`src/rtl/kim_display_keypad_pkg.sv`:
```
// kim_pkg: shared constants and types for the KIM-1 display/keypad board model.
package kim_pkg;

  localparam int         NUM_DIGITS     = 6;
  localparam logic [3:0] DIGIT_SEL_BASE = 4'd4;
  localparam int         KEY_ROWS       = 3;
  localparam int         KEY_COLS       = 7;
  localparam int         NUM_KEYS       = KEY_ROWS * KEY_COLS;
  localparam logic [3:0] SEL_TTY        = 4'd3;
  localparam logic [3:0] SEL_NONE       = 4'hF;
  localparam logic [3:0] DIGIT_SEL_LAST = DIGIT_SEL_BASE + 4'(NUM_DIGITS - 1);

  typedef logic [6:0] seg_t;

  // True when a scan select addresses one of the six display digits.
  function automatic logic is_digit_sel(input logic [3:0] sel);
    return (sel >= DIGIT_SEL_BASE) && (sel <= DIGIT_SEL_LAST);
  endfunction

endpackage

```
`src/rtl/kim_display_keypad_debounce.sv`:
```
// debounce_vec: two-flop synchroniser followed by a single counter shared by
// every bit; the whole vector must hold still for CYCLES cycles before the
// debounced copy is refreshed.
module debounce_vec #(
  parameter int WIDTH  = 22,
  parameter int CYCLES = 5000
) (
  input  logic             clk_i,
  input  logic             rst_ni,
  input  logic [WIDTH-1:0] raw_i,
  output logic [WIDTH-1:0] stable_o
);

  localparam int            CW      = $clog2(CYCLES + 1);
  localparam logic [CW-1:0] CNT_MAX = CW'(CYCLES);

  logic [WIDTH-1:0] sync1_q, sync2_q, prev_q;
  logic [WIDTH-1:0] stable_q, stable_d;
  logic [CW-1:0]    cnt_q, cnt_d;

  // Restart the quiet-period count on any movement; load once it saturates.
  always_comb begin
    cnt_d    = cnt_q;
    stable_d = stable_q;
    if (sync2_q != prev_q) begin
      cnt_d = '0;
    end else if (cnt_q != CNT_MAX) begin
      cnt_d = cnt_q + 1'b1;
    end
    if (cnt_d == CNT_MAX) begin
      stable_d = sync2_q;
    end
  end

  // Synchroniser, previous-sample register, counter and debounced state.
  always_ff @(posedge clk_i or negedge rst_ni) begin
    if (!rst_ni) begin
      sync1_q  <= '0;
      sync2_q  <= '0;
      prev_q   <= '0;
      cnt_q    <= '0;
      stable_q <= '0;
    end else begin
      sync1_q  <= raw_i;
      sync2_q  <= sync1_q;
      prev_q   <= sync2_q;
      cnt_q    <= cnt_d;
      stable_q <= stable_d;
    end
  end

  assign stable_o = stable_q;

endmodule

```
`src/rtl/kim_display_keypad.sv`:
```
// kim_display_keypad: board-side partner of the 6530 I/O port. Decodes the
// scan select, latches multiplexed segment patterns into a fading frame
// buffer, debounces the key matrix and returns the selected key row on PA.
module kim_display_keypad
  import kim_pkg::*;
#(
  parameter int CAPTURE_CYCLES  = 4,
  parameter int PERSIST_CYCLES  = 20000,
  parameter int DEBOUNCE_CYCLES = 5000
) (
  input  logic        phi2,
  input  logic        rst_n,
  input  logic [7:0]  PAO,
  input  logic [7:0]  DDRA,
  input  logic [7:0]  PBO,
  input  logic [7:0]  DDRB,
  output logic [7:0]  PAI,
  input  logic [20:0] key_raw,
  input  logic        tty_jumper,
  input  logic        ser_rx,
  output logic [41:0] digit_seg,
  output logic [5:0]  digit_lit,
  output logic [20:0] key_stable
);

  localparam int            DW           = $clog2(CAPTURE_CYCLES + 1);
  localparam int            PW           = $clog2(PERSIST_CYCLES + 1);
  localparam logic [DW-1:0] DWELL_MAX    = DW'(CAPTURE_CYCLES);
  localparam logic [DW-1:0] DWELL_FIRE   = DW'(CAPTURE_CYCLES - 1);
  localparam logic [PW-1:0] PERSIST_LOAD = PW'(PERSIST_CYCLES);
  localparam logic [PW-1:0] PERSIST_LAST = PW'(1);

  logic [3:0]                    sel, sel_q, digit_idx;
  logic                          capture;
  logic [DW-1:0]                 dwell_q, dwell_d;
  logic [NUM_DIGITS-1:0][PW-1:0] persist_q, persist_d;
  logic [NUM_DIGITS-1:0]         lit_q, lit_d;
  seg_t [NUM_DIGITS-1:0]         seg_q, seg_d;
  logic [NUM_KEYS:0]             db_stable;
  logic                          tty_stable;
  logic [KEY_ROWS-1:0][KEY_COLS-1:0] key_rows;
  logic [KEY_COLS-1:0]           row_term;
  logic [7:0]                    pai_d, pai_q;
  logic                          ser_sync1_q, ser_sync2_q;
  logic                          unused_bits;

  // Only a fully-driven PB[4:1] counts as a select; anything else is idle.
  assign sel       = (DDRB[4:1] == 4'hF) ? PBO[4:1] : SEL_NONE;
  assign digit_idx = sel - DIGIT_SEL_BASE;
  assign unused_bits = ^{PBO[7:5], PBO[0], DDRB[7:5], DDRB[0]};

  // Dwell counting, single capture per dwell, and per-digit fade timers.
  always_comb begin
    dwell_d = dwell_q;
    if (sel != sel_q) begin
      dwell_d = '0;
    end else if (dwell_q != DWELL_MAX) begin
      dwell_d = dwell_q + 1'b1;
    end
    capture   = (dwell_d == DWELL_FIRE) && is_digit_sel(sel);
    persist_d = persist_q;
    lit_d     = lit_q;
    seg_d     = seg_q;
    for (int d = 0; d < NUM_DIGITS; d++) begin
      if (capture && (digit_idx == 4'(d))) begin
        seg_d[d]     = PAO[6:0] & DDRA[6:0];
        lit_d[d]     = 1'b1;
        persist_d[d] = PERSIST_LOAD;
      end else if (persist_q[d] != '0) begin
        persist_d[d] = persist_q[d] - 1'b1;
        if (persist_q[d] == PERSIST_LAST) begin
          lit_d[d] = 1'b0;
          seg_d[d] = '0;
        end
      end
    end
  end

  // Frame buffer state and scan tracking registers.
  always_ff @(posedge phi2 or negedge rst_n) begin
    if (!rst_n) begin
      sel_q     <= SEL_NONE;
      dwell_q   <= '0;
      persist_q <= '0;
      lit_q     <= '0;
      seg_q     <= '0;
    end else begin
      sel_q     <= sel;
      dwell_q   <= dwell_d;
      persist_q <= persist_d;
      lit_q     <= lit_d;
      seg_q     <= seg_d;
    end
  end

  debounce_vec #(
    .WIDTH  (NUM_KEYS + 1),
    .CYCLES (DEBOUNCE_CYCLES)
  ) u_debounce (
    .clk_i    (phi2),
    .rst_ni   (rst_n),
    .raw_i    ({tty_jumper, key_raw}),
    .stable_o (db_stable)
  );

  assign key_stable = db_stable[NUM_KEYS-1:0];
  assign tty_stable = db_stable[NUM_KEYS];
  assign key_rows   = db_stable[NUM_KEYS-1:0];

  // Key rows pull PA low (open collector) against whatever the 6530 drives.
  always_comb begin
    row_term = '1;
    if (sel < 4'(KEY_ROWS)) begin
      row_term = ~key_rows[sel[1:0]];
    end else if (sel == SEL_TTY) begin
      row_term = {6'h3F, ~tty_stable};
    end
    pai_d = {(DDRA[7] ? PAO[7] : ser_sync2_q), ((PAO[6:0] | ~DDRA[6:0]) & row_term)};
  end

  // Serial-line synchroniser and the registered PA return path.
  always_ff @(posedge phi2 or negedge rst_n) begin
    if (!rst_n) begin
      ser_sync1_q <= 1'b1;
      ser_sync2_q <= 1'b1;
      pai_q       <= 8'hFF;
    end else begin
      ser_sync1_q <= ser_rx;
      ser_sync2_q <= ser_sync1_q;
      pai_q       <= pai_d;
    end
  end

  assign digit_seg = seg_q;
  assign digit_lit = lit_q;
  assign PAI       = pai_q;

endmodule
```
`config.mk`:
```
export PLATFORM = sky130hd
export DESIGN_NAME = kim_display_keypad
export DESIGN_NICKNAME = d
export VERILOG_FILES = /design/src/rtl/kim_display_keypad_pkg.sv /design/src/rtl/kim_display_keypad_debounce.sv /design/src/rtl/kim_display_keypad.sv
export SDC_FILE = /design/constraint.sdc
export NUM_CORES = 1
export LEC_CHECK = 0
export CORE_ASPECT_RATIO = 0.5
export CORE_MARGIN = 5
export CORE_UTILIZATION = 50
export DETAILED_ROUTE_END_ITERATION = 12
export PLACE_DENSITY = 0.75
export SKIP_LAST_GASP = 1
export SYNTH_ARGS = -nofsm -noshare
export SYNTH_HDL_FRONTEND = slang
export SYNTH_SLANG_ARGS = --single-unit
```
`constraint.sdc`:
```
create_clock -name phi2 -period 2.5 [get_ports phi2]
set_input_delay 0.375 -clock phi2 [delete_from_list [all_inputs] [get_ports phi2]]
set_output_delay 0.375 -clock phi2 [all_outputs]
set_load 0.03 [all_outputs]
```
# Yosys cells after proc, flatten, opt, wreduce, memory -nomap -nowiden
# Index checks and enable logic that the tools add are counted.
[classes]
eq_ne = 19
n_bitwise = 6
n_reduce_logical = 33
add_sub_neg = 9
order_cmp = 4
n_mux = 58
[ops]
columns = ["cell", "n"]
rows = [
  ["$mux W15", 12],
  ["$mux W7", 20],
  ["$eq A15 B1 Y1 const B", 6],
  ["$reduce_bool A15 Y1", 6],
  ["$sub A15 B1 Y15 const B", 6],
  ["$mux W13", 2],
  ["$reduce_bool A2 Y1", 12],
  ["$ne A22 B22 Y1", 1],
  ["$mux W1", 20],
  ["$and A7 B7 Y7", 2],
  ["$bmux W7 S2", 1],
  ["$not A7 Y7", 2],
  ["$add A13 B1 Y13 const B", 1],
  ["$eq A13 B13 Y1 const B", 1],
  ["$ne A13 B13 Y1 const B", 1],
  ["$eq A4 B2 Y1 const B", 3],
  ["$reduce_and A2 Y1", 6],
  ["$eq A4 B3 Y1 const B", 2],
  ["$logic_and A1 B1 Y1", 8],
  ["$or A7 B7 Y7", 1],
  ["$mux W3", 2],
  ["$eq A4 B1 Y1 const B", 1],
  ["$eq A4 B4 Y1 const B", 1],
  ["$ge A4 B3 Y1 const B", 1],
  ["11 further kinds", 11],
]
[totals]
register_bits = 256
inputBits = 57
word_cells = 157
out_inout_bits = 77

# Logic depth before layout (Yosys ltp)
[logic_depth]
ltp_word = 9
depth_mapped = 10
ltp_nobuf = 8

# Modules after synthesis
# From an unflattened synthesis, not the netlist that was laid out.
[unflattened]
cells_unflattened = 1022
hier_area_um2 = 11436.0
[by_module_without_submodules]
columns = ["module", "area_each_um2", "cells_per_inst", "n_inst", "seq_area_each_um2"]
rows = [
  ["kim_display_keypad", 7845.0, 782, 1, 3896.2],
  ["debounce_vec", 3590.9, 240, 1, 2527.4],
]

# Least setup slack after synthesis
# No wires, ideal clock.
[synth_path]
path_type = "reg2reg"
from = "reg u_debounce.cnt_q[0]"
to = "reg u_debounce.stable_q[10] (netlist: u_debounce.stable_o[10])"
period_less_slack_ns = 2.489
path_buffers = 2
required_time_ns = 2.375
path_stages_with_launch = 11
arrival_ns = 2.365
setup_ns = 0.125
setup_slack_ns = 0.011
cell_sequence = "dfrtp_1 > inv_1 > ha_1 > and4bb_2 > nand4_2 > mux2_2 > nand4_1 > or4_1 > clkbuf_1 > buf_2 > mux2_2"
[synth_between]
elab_chain_len = 4
elab_cells_between_ends = 5
cone_classes = "add/sub (1); eq/ne (2); mux (2)"
[synth_lines]
columns = ["item", "line_no", "text"]
rows = [
  ["start, declared", "kim_display_keypad_debounce.sv:19", "logic [CW-1:0] cnt_q, cnt_d;"],
  ["start signal, assigned", "kim_display_keypad_debounce.sv:47", "cnt_q <= cnt_d;"],
  ["$add A13 B1 Y13 / $ne A13 B13 Y1 (equally long branches)", "kim_display_keypad_debounce.sv:28, kim_display_keypad_debounce.sv:27", ""],
  ["$mux W13 *", "kim_display_keypad_debounce.sv:27", "end else if (cnt_q != CNT_MAX) begin"],
  ["$mux W13 *", "kim_display_keypad_debounce.sv:25", "if (sync2_q != prev_q) begin"],
  ["$eq A13 B13 Y1 *", "kim_display_keypad_debounce.sv:30", "if (cnt_d == CNT_MAX) begin"],
  ["end signal, assigned", "kim_display_keypad_debounce.sv:48", "stable_q <= stable_d;"],
  ["end, declared", "kim_display_keypad_debounce.sv:18", "logic [WIDTH-1:0] stable_q, stable_d;"],
]
# Every way passes the cells marked *; elsewhere a longest branch is shown, timed or not.
# A chain may end at the register's enable or synchronous reset.

# Final worst setup path
[layout_path]
from = "reg u_debounce.cnt_q[0]"
to = "reg u_debounce.stable_q[0] (netlist: u_debounce.stable_o[0])"
# The elaborated chain is that of the path after synthesis.

==> results.py <==
metrics = {
    "status": {
        "outcome": "finished, final reports clean",
    },
    "sta": {
        "finalCritPeriodShare": 0.986,
        "worstMarginPinSlew_ps": 619,
        "period_needed_ps": 2470,
        "slew_viol_final": 0,
        "max_freq_mhz": 405,
        "layout_setup_ws_ps": 33.8,
        "fin_skew_ps": 6.26,
        "setup_viol": 0,
        "final-hold-violation-count": 0,
        "max-slew-margin-rel": 0.588,
        "rsz0062_at_grt": "true",
    },
    "finish": {
        "final_common_cell": "dfrtp_1",
        "drive_gt1_frac": 0.146,
        "multi_input_area_um2": 4450,
        "area_delta_synth_final_pct": 24.7,
        "final_area_um2": 13900,
        "final_cell_mix": "242 x dfrtp_1, 124 x clkdlybuf4s50_1, 111 x nor2_1",
        "antenna_cells": 0,
        "fillers": 1649,
        "nets": 1237,
        "regArea_um2": 6420,
    },
    "power_and_ir_drop": {
        "p_per_area_nw_per_um2": 635,
        "combPwrFrac": 0.078,
        "leakagePower_nw": 5.78,
        "vdd_drop_max_mv": 0.541,
        "p_int_w": 0.00673,
        "p_total_w": 0.00884,
        "switching_power_w": 0.00212,
        "pwr-share-clk": 0.401,
        "pwr-share-seq": 0.522,
        "switching_share": 0.240,
    },
    "route": {
        "drc": 0,
        "vias_per_cell": 5.29,
        "drtPass1Iterations": 5,
        "vias": 7836,
        "routed_wl_um": 24800,
        "drt_iter0_markers": 452,
        "antenna_left": 0,
        "wl_per_cell_um": 16.7,
    },
    "yosys": {
        "synth-edff-count": 0,
        "syn-num-nets": 1072,
        "syn-instance-count": 999,
        "synthArstFlopShare": 1.00,
        "synthDistinctLibCells": 59,
        "ys_seq_area_frac": 0.575,
        "synth_ff_type": "dfrtp_1",
        "yosysWarnings": 0,
        "synth_area_um2": 11200,
        "avgSynthCellArea_um2": 11.2,
        "synth_seq_cells": 256,
    },
    "setup_path": {
        "crit_buf_inv": 1,
        "end_kind": "flip-flop",
        "crit_chain": "ha_2, and4_1, and3b_1, nor3_2, nand4_1, or4_4, buf_12, mux2_2",
        "rrSetupSlack_ps": 30,
        "crit_path_max_incr_delay_ps": 530,
        "cp-start-kind": "flip-flop",
        "crit_fanout": 18,
        "cp_data_arrival_time_ps": 2860,
        "crit_required_ps": 2900,
        "crit_type": "flip-flop to flip-flop",
        "crit_family": "simple AND/OR/NAND/NOR gates",
        "crit_slowest_cell": "or4_4",
    },
    "clock_network": {
        "cts_max_level": 1,
        "clk_latency_ps": 520,
        "cts.path.max_buffers": 3,
        "cts_root_buf": "clkbuf_16",
        "cts_tree": "built",
        "worst_setup_hold_path_clk_slew_ps": 60,
        "cts.sinks": 256,
        "cts_buffers": 23,
    },
    "placed_design": {
        "hpwl_um": 17600,
        "dp_slack_ps": -692,
        "dpl_cell_area_um2": 13000,
        "gp_congestion": 0.899,
        "io_buffer_count": 125,
    },
    "worst_hold_path": {
        "min_path_type": "input pin to flip-flop",
    },
    "floorplan": {
        "core.rowCount": 38,
        "die_w_um": 221,
        "start_util": 0.512,
        "io_pins": 134,
        "dieArea_um2": 25600,
        "coreArea_um2": 21800,
        "dieHeight_um": 116,
    },
    "job": {
        "maxCapViolations": 0,
    },
    "global_routing": {
        "grt_pass1_vias": 8191,
        "grt_max_degree": 78,
        "antenna_found_initial": 0,
        "grt_usage": 0.197,
        "grt_overflow": 0,
        "grt_pass1_wl_um": 41500,
    },
}
==> what timing repair did <==
action / 4_1_cts / 5_1_grt
resized for setup: 3 / 15
pin swaps: 4 / 5
hold endpoints to repair: 66 / 0
setup endpoints to repair: 65 / 109
hold buffers: 1 / 0
buffers inserted: 4 / 3
==> cell families (layout without fill, tap and decap cells) <==
logic type                 after synthesis  after routing  synth area share
muxes                                   73             73            0.0693
xor gates and xnor gates                95             95            0.0745
and+or+nand+nor                        404            404             0.183
DFF                                    256            256             0.575
buffers and inverters                   73            254            0.0342
adders and majority gates               16             16            0.0179
AOI/OAI and AO/OA                       82             82            0.0459
==> path summary, 6_finish.rpt <==
check / from / cells past startpoint / to
min in group asynchronous: rst_n / 2 / u_debounce.sync1_q[3]
setup / recovery: u_debounce.cnt_q[0] / 8 / u_debounce.stable_o[0]
hold / removal: ser_rx / 1 / ser_sync1_q
hold reg to reg: u_debounce.sync1_q[14] / 0 / u_debounce.sync2_q[14]
max in group asynchronous: rst_n / 3 / sel_q[0]
setup reg to reg: u_debounce.cnt_q[0] / 8 / u_debounce.stable_o[0]
==> metal layers <==
metal,vias to the layer above,wire [um],track usage
li1,3719,-,-
met1,3937,11000,0.258
met2,138,12300,0.352
met3,42,918,0.0349
met4,0,568,0.0446
met5,-,0,0
==> final cells by class <==
type,instances,share of cell area
clock buffers,31,0.0456
clock inverters,10,0.00818
inverters,23,0.00620
multi-input cells,670,0.320
flip-flops and latches,256,0.461
well taps,300,0.0270
repair buffers,190,0.132
==> synthesized netlist by cell type (all sizes together), types with 3 or more instances <==
cell type	count	share of area
o211ai	7	0.0047
buf	35	0.021
mux2i	48	0.043
or2	4	0.0022
nor4	21	0.015
nand3	18	0.0081
xor2	41	0.032
xnor2	54	0.042
nand4	16	0.010
nor3	32	0.015
a21oi	30	0.013
and4	4	0.0031
a211oi	3	0.0020
inv	23	0.0077
or4	17	0.012
nand2b	21	0.012
and3	6	0.0034
nand3b	5	0.0034
nor2	112	0.038
nor3b	3	0.0020
clkbuf	15	0.0050
or3	13	0.0073
dfrtp	242	0.54
o21ai	19	0.0085
ha	16	0.018
mux2	24	0.024
nand2	110	0.037
o41ai	4	0.0031
nor2b	13	0.0073
dfstp	14	0.033
==> sequential cells by signal, summed over array words and instances, names as in the netlist, 8 cells and up <==
register             flops
persist_q               90
PAI                      8
u_debounce.cnt_q        13
u_debounce.prev_q       22
u_debounce.stable_o     22
u_debounce.sync1_q      22
u_debounce.sync2_q      22
digit_seg               42
==> stage by stage <==
stage,utilization,hold WS [ps],std cells,setup TNS [ps]
after CTS,0.634,242,1477,0
final,0.638,263,1480,0
after detailed placement,0.597,335,1431,-68960
after floorplan,-,79.4,999,0
after global placement,0.597,332,1431,-42230
after global routing,0.638,250,1480,-927
==> power by group through the flow <==
stage / combinational (W) / clock (W) / sequential, W
after global placement: 0.000652 / 0 / 0.00466
after CTS: 0.000681 / 0.00363 / 0.00460
after global routing: 0.000773 / 0.00381 / 0.00464
final: 0.000688 / 0.00354 / 0.00461
after detailed placement: 0.000674 / 0 / 0.00468
after floorplan: 0.000340 / 0 / 0.00465
Note: power is estimated with default switching activity, not from simulation.
